### src/rtl/countdown_timer_if.sv
// Signal bundle between the key logic (master) and the countdown timer (slave).
// load is a one-cycle strobe with no ready: the timer always accepts it on the cycle it is high.
interface countdown_timer_if;
  logic       run;
  logic       load;
  logic [5:0] preset_hour;
  logic [5:0] preset_minute;
  logic [5:0] preset_second;
  logic [6:0] preset_m_sec;
  logic [5:0] hour;
  logic [5:0] minute;
  logic [5:0] second;
  logic [6:0] m_sec;
  logic       running;
  logic       done;
  logic       expire_pulse;
  logic [1:0] state_dbg;

  modport master (
    output run, load, preset_hour, preset_minute, preset_second, preset_m_sec,
    input  hour, minute, second, m_sec, running, done, expire_pulse, state_dbg
  );

  modport slave (
    input  run, load, preset_hour, preset_minute, preset_second, preset_m_sec,
    output hour, minute, second, m_sec, running, done, expire_pulse, state_dbg
  );
endinterface

### src/rtl/countdown_timer.sv
// Loadable h:m:s.hundredths countdown timer; steps down once per prescaler tick
// while running and flags expiry when the time reaches zero.
module countdown_timer #(
  parameter int CLOCK_HZ = 50000000,
  parameter int TICK_HZ  = 100
) (
  input  logic              clock,
  input  logic              reset_n,
  countdown_timer_if.slave  tif
);

  // DIV must be at least 2 for the prescaler to make sense.
  localparam int DIV = CLOCK_HZ / TICK_HZ;
  localparam int PW  = (DIV > 1) ? $clog2(DIV) : 1;
  localparam logic [PW-1:0] PRESC_MAX = PW'(DIV - 1);

  typedef enum logic [1:0] {
    IDLE    = 2'd0,
    RUN     = 2'd1,
    EXPIRED = 2'd2
  } state_t;

  state_t        state_q, state_d;
  logic [PW-1:0] presc_q, presc_d;
  logic [5:0]    hour_q, hour_d;
  logic [5:0]    minute_q, minute_d;
  logic [5:0]    second_q, second_d;
  logic [6:0]    m_sec_q, m_sec_d;
  logic          pulse_q, pulse_d;

  logic [5:0]    dec_hour, dec_minute, dec_second;
  logic [6:0]    dec_m_sec;
  logic [5:0]    cl_hour, cl_minute, cl_second;
  logic [6:0]    cl_m_sec;
  logic          tick;
  logic          time_zero;
  logic          dec_zero;

  assign tick = (state_q == RUN) && (presc_q == PRESC_MAX);

  assign time_zero = (hour_q == 6'd0) && (minute_q == 6'd0) &&
                     (second_q == 6'd0) && (m_sec_q == 7'd0);

  assign cl_hour   = (tif.preset_hour   > 6'd23) ? 6'd23 : tif.preset_hour;
  assign cl_minute = (tif.preset_minute > 6'd59) ? 6'd59 : tif.preset_minute;
  assign cl_second = (tif.preset_second > 6'd59) ? 6'd59 : tif.preset_second;
  assign cl_m_sec  = (tif.preset_m_sec  > 7'd99) ? 7'd99 : tif.preset_m_sec;

  // Borrow chain; only evaluated when time is nonzero, so hour never underflows.
  always_comb begin
    dec_m_sec  = m_sec_q - 7'd1;
    dec_second = second_q;
    dec_minute = minute_q;
    dec_hour   = hour_q;
    if (m_sec_q == 7'd0) begin
      dec_m_sec = 7'd99;
      if (second_q == 6'd0) begin
        dec_second = 6'd59;
        if (minute_q == 6'd0) begin
          dec_minute = 6'd59;
          dec_hour   = hour_q - 6'd1;
        end else begin
          dec_minute = minute_q - 6'd1;
        end
      end else begin
        dec_second = second_q - 6'd1;
      end
    end
  end

  assign dec_zero = (dec_hour == 6'd0) && (dec_minute == 6'd0) &&
                    (dec_second == 6'd0) && (dec_m_sec == 7'd0);

  always_comb begin
    state_d  = state_q;
    presc_d  = presc_q;
    hour_d   = hour_q;
    minute_d = minute_q;
    second_d = second_q;
    m_sec_d  = m_sec_q;
    pulse_d  = 1'b0;
    if (tif.load) begin
      state_d  = IDLE;
      presc_d  = '0;
      hour_d   = cl_hour;
      minute_d = cl_minute;
      second_d = cl_second;
      m_sec_d  = cl_m_sec;
    end else begin
      case (state_q)
        IDLE: begin
          if (tif.run && !time_zero) state_d = RUN;
        end
        RUN: begin
          presc_d = tick ? '0 : presc_q + 1'b1;
          // A tick coinciding with run falling is still applied.
          if (tick) begin
            hour_d   = dec_hour;
            minute_d = dec_minute;
            second_d = dec_second;
            m_sec_d  = dec_m_sec;
          end
          if (tick && dec_zero) begin
            state_d = EXPIRED;
            presc_d = '0;
            pulse_d = 1'b1;
          end else if (!tif.run) begin
            state_d = IDLE;
          end
        end
        EXPIRED: begin
          state_d = EXPIRED;
        end
        default: begin
          state_d = IDLE;
        end
      endcase
    end
  end

  always_ff @(posedge clock or negedge reset_n) begin
    if (!reset_n) begin
      state_q  <= IDLE;
      presc_q  <= '0;
      hour_q   <= 6'd0;
      minute_q <= 6'd0;
      second_q <= 6'd0;
      m_sec_q  <= 7'd0;
      pulse_q  <= 1'b0;
    end else begin
      state_q  <= state_d;
      presc_q  <= presc_d;
      hour_q   <= hour_d;
      minute_q <= minute_d;
      second_q <= second_d;
      m_sec_q  <= m_sec_d;
      pulse_q  <= pulse_d;
    end
  end

  assign tif.hour         = hour_q;
  assign tif.minute       = minute_q;
  assign tif.second       = second_q;
  assign tif.m_sec        = m_sec_q;
  assign tif.running      = (state_q == RUN);
  assign tif.done         = (state_q == EXPIRED);
  assign tif.expire_pulse = pulse_q;
  assign tif.state_dbg    = state_q;

endmodule

### src/flat_wrapper.sv
// flat-port wrapper written by rule: the top's interface ports become plain ports
module countdown_timer_flat 
#(
  parameter int CLOCK_HZ = 50000000,
  parameter int TICK_HZ  = 100
)
  (clock, reset_n, tif_run, tif_load, tif_preset_hour, tif_preset_minute, tif_preset_second, tif_preset_m_sec, tif_hour, tif_minute, tif_second, tif_m_sec, tif_running, tif_done, tif_expire_pulse, tif_state_dbg);
  countdown_timer_if tif_i ();
  input  logic clock;
  input  logic reset_n;
  input wire logic [$bits(tif_i.run)-1:0] tif_run;
  input wire logic [$bits(tif_i.load)-1:0] tif_load;
  input wire logic [$bits(tif_i.preset_hour)-1:0] tif_preset_hour;
  input wire logic [$bits(tif_i.preset_minute)-1:0] tif_preset_minute;
  input wire logic [$bits(tif_i.preset_second)-1:0] tif_preset_second;
  input wire logic [$bits(tif_i.preset_m_sec)-1:0] tif_preset_m_sec;
  output wire logic [$bits(tif_i.hour)-1:0] tif_hour;
  output wire logic [$bits(tif_i.minute)-1:0] tif_minute;
  output wire logic [$bits(tif_i.second)-1:0] tif_second;
  output wire logic [$bits(tif_i.m_sec)-1:0] tif_m_sec;
  output wire logic [$bits(tif_i.running)-1:0] tif_running;
  output wire logic [$bits(tif_i.done)-1:0] tif_done;
  output wire logic [$bits(tif_i.expire_pulse)-1:0] tif_expire_pulse;
  output wire logic [$bits(tif_i.state_dbg)-1:0] tif_state_dbg;
  assign tif_i.run = tif_run;
  assign tif_i.load = tif_load;
  assign tif_i.preset_hour = tif_preset_hour;
  assign tif_i.preset_minute = tif_preset_minute;
  assign tif_i.preset_second = tif_preset_second;
  assign tif_i.preset_m_sec = tif_preset_m_sec;
  assign tif_hour = tif_i.hour;
  assign tif_minute = tif_i.minute;
  assign tif_second = tif_i.second;
  assign tif_m_sec = tif_i.m_sec;
  assign tif_running = tif_i.running;
  assign tif_done = tif_i.done;
  assign tif_expire_pulse = tif_i.expire_pulse;
  assign tif_state_dbg = tif_i.state_dbg;
  countdown_timer #(.CLOCK_HZ(CLOCK_HZ), .TICK_HZ(TICK_HZ)) u_core (.clock(clock), .reset_n(reset_n), .tif(tif_i));
endmodule
### config.mk
export PLATFORM = sky130hd
export DESIGN_NAME = countdown_timer_flat
export DESIGN_NICKNAME = d
export VERILOG_FILES = /design/src/rtl/countdown_timer_if.sv /design/src/rtl/countdown_timer.sv /design/src/flat_wrapper.sv
export SDC_FILE = /design/constraint.sdc
export NUM_CORES = 1
export LEC_CHECK = 0
export CAP_MARGIN = 20
export CORE_MARGIN = 2
export CORE_UTILIZATION = 40
export DETAILED_ROUTE_END_ITERATION = 8
export GPL_ROUTABILITY_DRIVEN = 0
export MAX_ROUTING_LAYER = met4
export SYNTH_ARGS = -nofsm -noshare
export SYNTH_HDL_FRONTEND = slang
export SYNTH_SLANG_ARGS = --single-unit
### constraint.sdc
create_clock -name clock -period 6.7 [get_ports clock]
set_input_delay 1.34 -clock clock [delete_from_list [all_inputs] [get_ports clock]]
set_output_delay 1.34 -clock clock [all_outputs]
set_load 0.02 [all_outputs]
==> summary.md <==
| Metric | Value |
|---|---|
| Status | `complete, no violations` |
| Min Tclk post-route | `3.45 ns` |
| CTS tree | `done` |
| Crit-path leading delay family | `buffers and inverters` |
| Post-CTS Setup Inserts | `0` |
| Hold-fix buffers, CTS | `0` |
| Final setup viols | `0` |
| DRC violations left | `0` |
| Synth warnings | `0` |
| Synth area leaders | `dfrtp_1 37%, nor2_1 5.1%, xor2_1 4.2%` |
| Core area | `7690 sq um` |
| Worst Hold Class | `register to register` |
| Clock power share | `0.270` |
| Main synth FF type | `dfrtp_1` |
| Drt pass-1 iters | `5` |
| Max capacitance violation total | `0` |
| Via count | `about 2900` |
| I/O pins | `59` |
| Slowest stage delay, CP | `0.45 ns` |
| Worst Hold Launch | `u_core.presc_q[18]` |
| Final WL | `~8300 um` |
| P_sw | `between 0.2 and 0.25 mW` |
| Final core utilization | `0.507` |
| Clock Latency Late Sink | `0.31 ns` |
| WP buf/inv | `3` |
| Top-count cell post-synth | `dfrtp_1` |
| Max Clk Rate | `0.289 GHz` |
| Initial antenna violation count | `0` |
| Diodes inserted | `0` |
| Synth top area share | `0.373` |
| Worst Setup Slack post-DPL | `roughly 3 ns` |
| Per-cell routed wire length | `roughly 16 um` |
| Antenna viol nets, final | `0` |
| Hold WS | `about 0.55 ns` |
| Global Route Usage Sum | `0.209` |
| Layout area overhead | `23.6%` |
| Clock root cell | `clkbuf_8` |
| Hold Path End | `u_core.presc_q[18]` |
| Pin count of the biggest net entering global routing | `between 40 and 50` |
| Clock skew | `0.00870 ns` |
| Bufs on Longest Clock Path | `2` |
| Clock transition at the registers of the reported paths | `0.09 ns` |
| Worst path arrival time | `3.68 ns` |
| Final Hold Fails | `0` |
| Post-Syn Instances | `355` |
| Net Sw Frac | `0.320` |
| Critical path type | `input port to register` |
| Post-detail-place hpwl | `5980 um` |
| GR Overflow Total | `0` |
| Count of cell types in the netlist | `66` |
| Comb power frac | `0.232` |
| Fin nets | `449` |
| Combined area of the multi-input logic cells | `roughly 1900 sq um` |
| Die width | `92.8 um` |
| Placed cell count | `506` |
| RSZ-0062 raised after global routing | `no` |
| First-pass GRT wire length | `14100 um` |
| Clk sink count | `47` |
| Hold Crit Depth | `2` |
| Die area | `8610 sq um` |
| Critical path's most frequent cell | `a21oi_1` |
| TritonCTS Buffers | `5` |
| Sequential share of the synthesized area | `0.373` |
| Site Rows | `32` |
| Critical path's slowest cell | `clkdlybuf4s50_1` |
| Fin Setup TNS | `0 ns` |
| Max-slew headroom | `0.512` |
| Vias in the first global route | `2807` |
| Internal Power | `0.441 mW` |
| Clock H-tree levels | `2` |
| Die Y | `92.8 um` |
| Tcrit/Tclk final | `0.516` |
| Ratio of cells with drive above 1 in the final layout | `0.0801` |
| Synth Area per Inst | `8.88 sq um` |
| Initial core utilization | `0.410` |
| WP depth | `7` |
| Synth Cell Area | `3150 sq um` |
| Commonest cells in the netlist | `47 x dfrtp_1, 43 x nor2_1, 22 x nand2_1` |
| R2r setup slk | `3.76 ns` |
| Worst flop-to-flop path startpoint | `u_core.tif.m_sec[0]` |
| Worst-Margin Slew | `0.732 ns` |
| Maximum VDD drop | `0.0776 mV` |
| Post-synth EDFFs | `0` |
| IO Port Bufs | `58` |
| Worst r2r dst | `u_core.tif.hour[3]` |
| Initial DRC count | `162` |
| Post-CTS sizing | `0` |
| Cell accounting for the most synthesized area | `dfrtp_1` |
| Worst-path fanout max | `39` |
| Reg area | `1180 sq um` |
| R2R cell count | `8` |
| Worst path required time | `6.92 ns` |
| Final Non-Filler Cells | `514` |
| Filler cell count | `775` |
| Sequential share of power | `0.498` |
| CP cell instances | `clkdlybuf4s50_1, buf_4, inv_1, a21oi_1, nand3_1, or3_1, a21oi_1` |
| PwrDens | `166 nW/um^2` |
| FF+latch count, synth | `47` |
| Startpoint types | `input port` |
| Leak | `around 1.5 nW` |
| Max Slew Vio Count | `0` |
| PnR worst setup slack | `about 3.2 ns` |
| Async set-reset flop share out of synthesis | `1.00` |
| Syn nets | `between 300 and 400` |
| CP Capture Type | `register` |
| Via density | `5.65` |
## logic make-up (layout without fill, tap and decap cells)
logic type	count (synthesis)	in the layout	share of synthesized area
AOI/OAI and AO/OA	84	84	0.180
xor gates and xnor gates	23	23	0.0639
adders and majority gates	9	9	0.0357
buffers and inverters	25	82	0.0353
DFF	47	47	0.373
muxes	8	8	0.0262
and+or+nand+nor	159	159	0.286
## sequential cells by signal (all words and copies together) (netlist names)
signal                   flops
u_core.presc_q              19
u_core.tif.m_sec             7
u_core.tif.hour              6
u_core.tif.minute            6
u_core.tif.second            6
u_core.tif.state_dbg         2
u_core.tif.expire_pulse      1
## per-layer routing
metal  track usage  vias up  routed length, um
met4        0.0588        0                 91
met5             -        -                  0
met3        0.0293        8                334
li1              -     1408                  -
met1         0.286     1418               3940
met2         0.324       72               3950
## power groups by stage
stage / registers, mW / clock network [mW] / logic [mW]
2_1_floorplan: 0.338 / 0 / 0.0683
3_3_place_gp: 0.329 / 0 / 0.148
3_5_place_dp: 0.329 / 0 / 0.150
4_1_cts: 0.323 / 0.180 / 0.151
5_1_grt: 0.326 / 0.193 / 0.165
6_report: 0.323 / 0.175 / 0.150
## worst max path at each step
stage                   from                  to  slack, ns
floorplan           tif_load  u_core.presc_q[11]       4.30
global placement    tif_load  u_core.presc_q[11]       2.96
detailed placement  tif_load  u_core.presc_q[15]       2.93
CTS                 tif_load  u_core.presc_q[15]       3.24
global route        tif_load  u_core.presc_q[11]       3.01
finish              tif_load  u_core.presc_q[15]       3.25
## area by class of cell
cell class,count,area share
flip-flops and latches,47,0.302
well taps,102,0.0327
multi-input cells,283,0.479
repair buffers,60,0.152
clock buffers,6,0.0186
inverters,14,0.0135
clock inverters,2,0.00321
## layout by cell type (no fill, tap or decap), drive strengths merged, types with 14 or more instances in the layout
cell type | synthesis | layout
a21oi | 20 | 20
clkdlybuf4s50 | 0 | 57
dfrtp | 47 | 47
inv | 14 | 14
nand2 | 24 | 24
nand3 | 20 | 20
nor2 | 44 | 44
nor3 | 18 | 18
o21ai | 24 | 24
xor2 | 15 | 15
## worst min-delay path, delay by kind of cell (launching register included)
kind	cells	cell delay [ns]
AND/OR/NAND/NOR	1	0.08
XOR/XNOR	1	0.07
flip-flops	1	0.36
## per-stage QoR
step | total power [mW] | area [sq um]
finish | 0.648 | 3900
global route | 0.685 | 3900
CTS | 0.654 | 3900
detailed placement | 0.478 | 3810
global placement | 0.477 | 3810
floorplan | 0.406 | 3150
No activity file was read; power rests on OpenSTA's default activity.
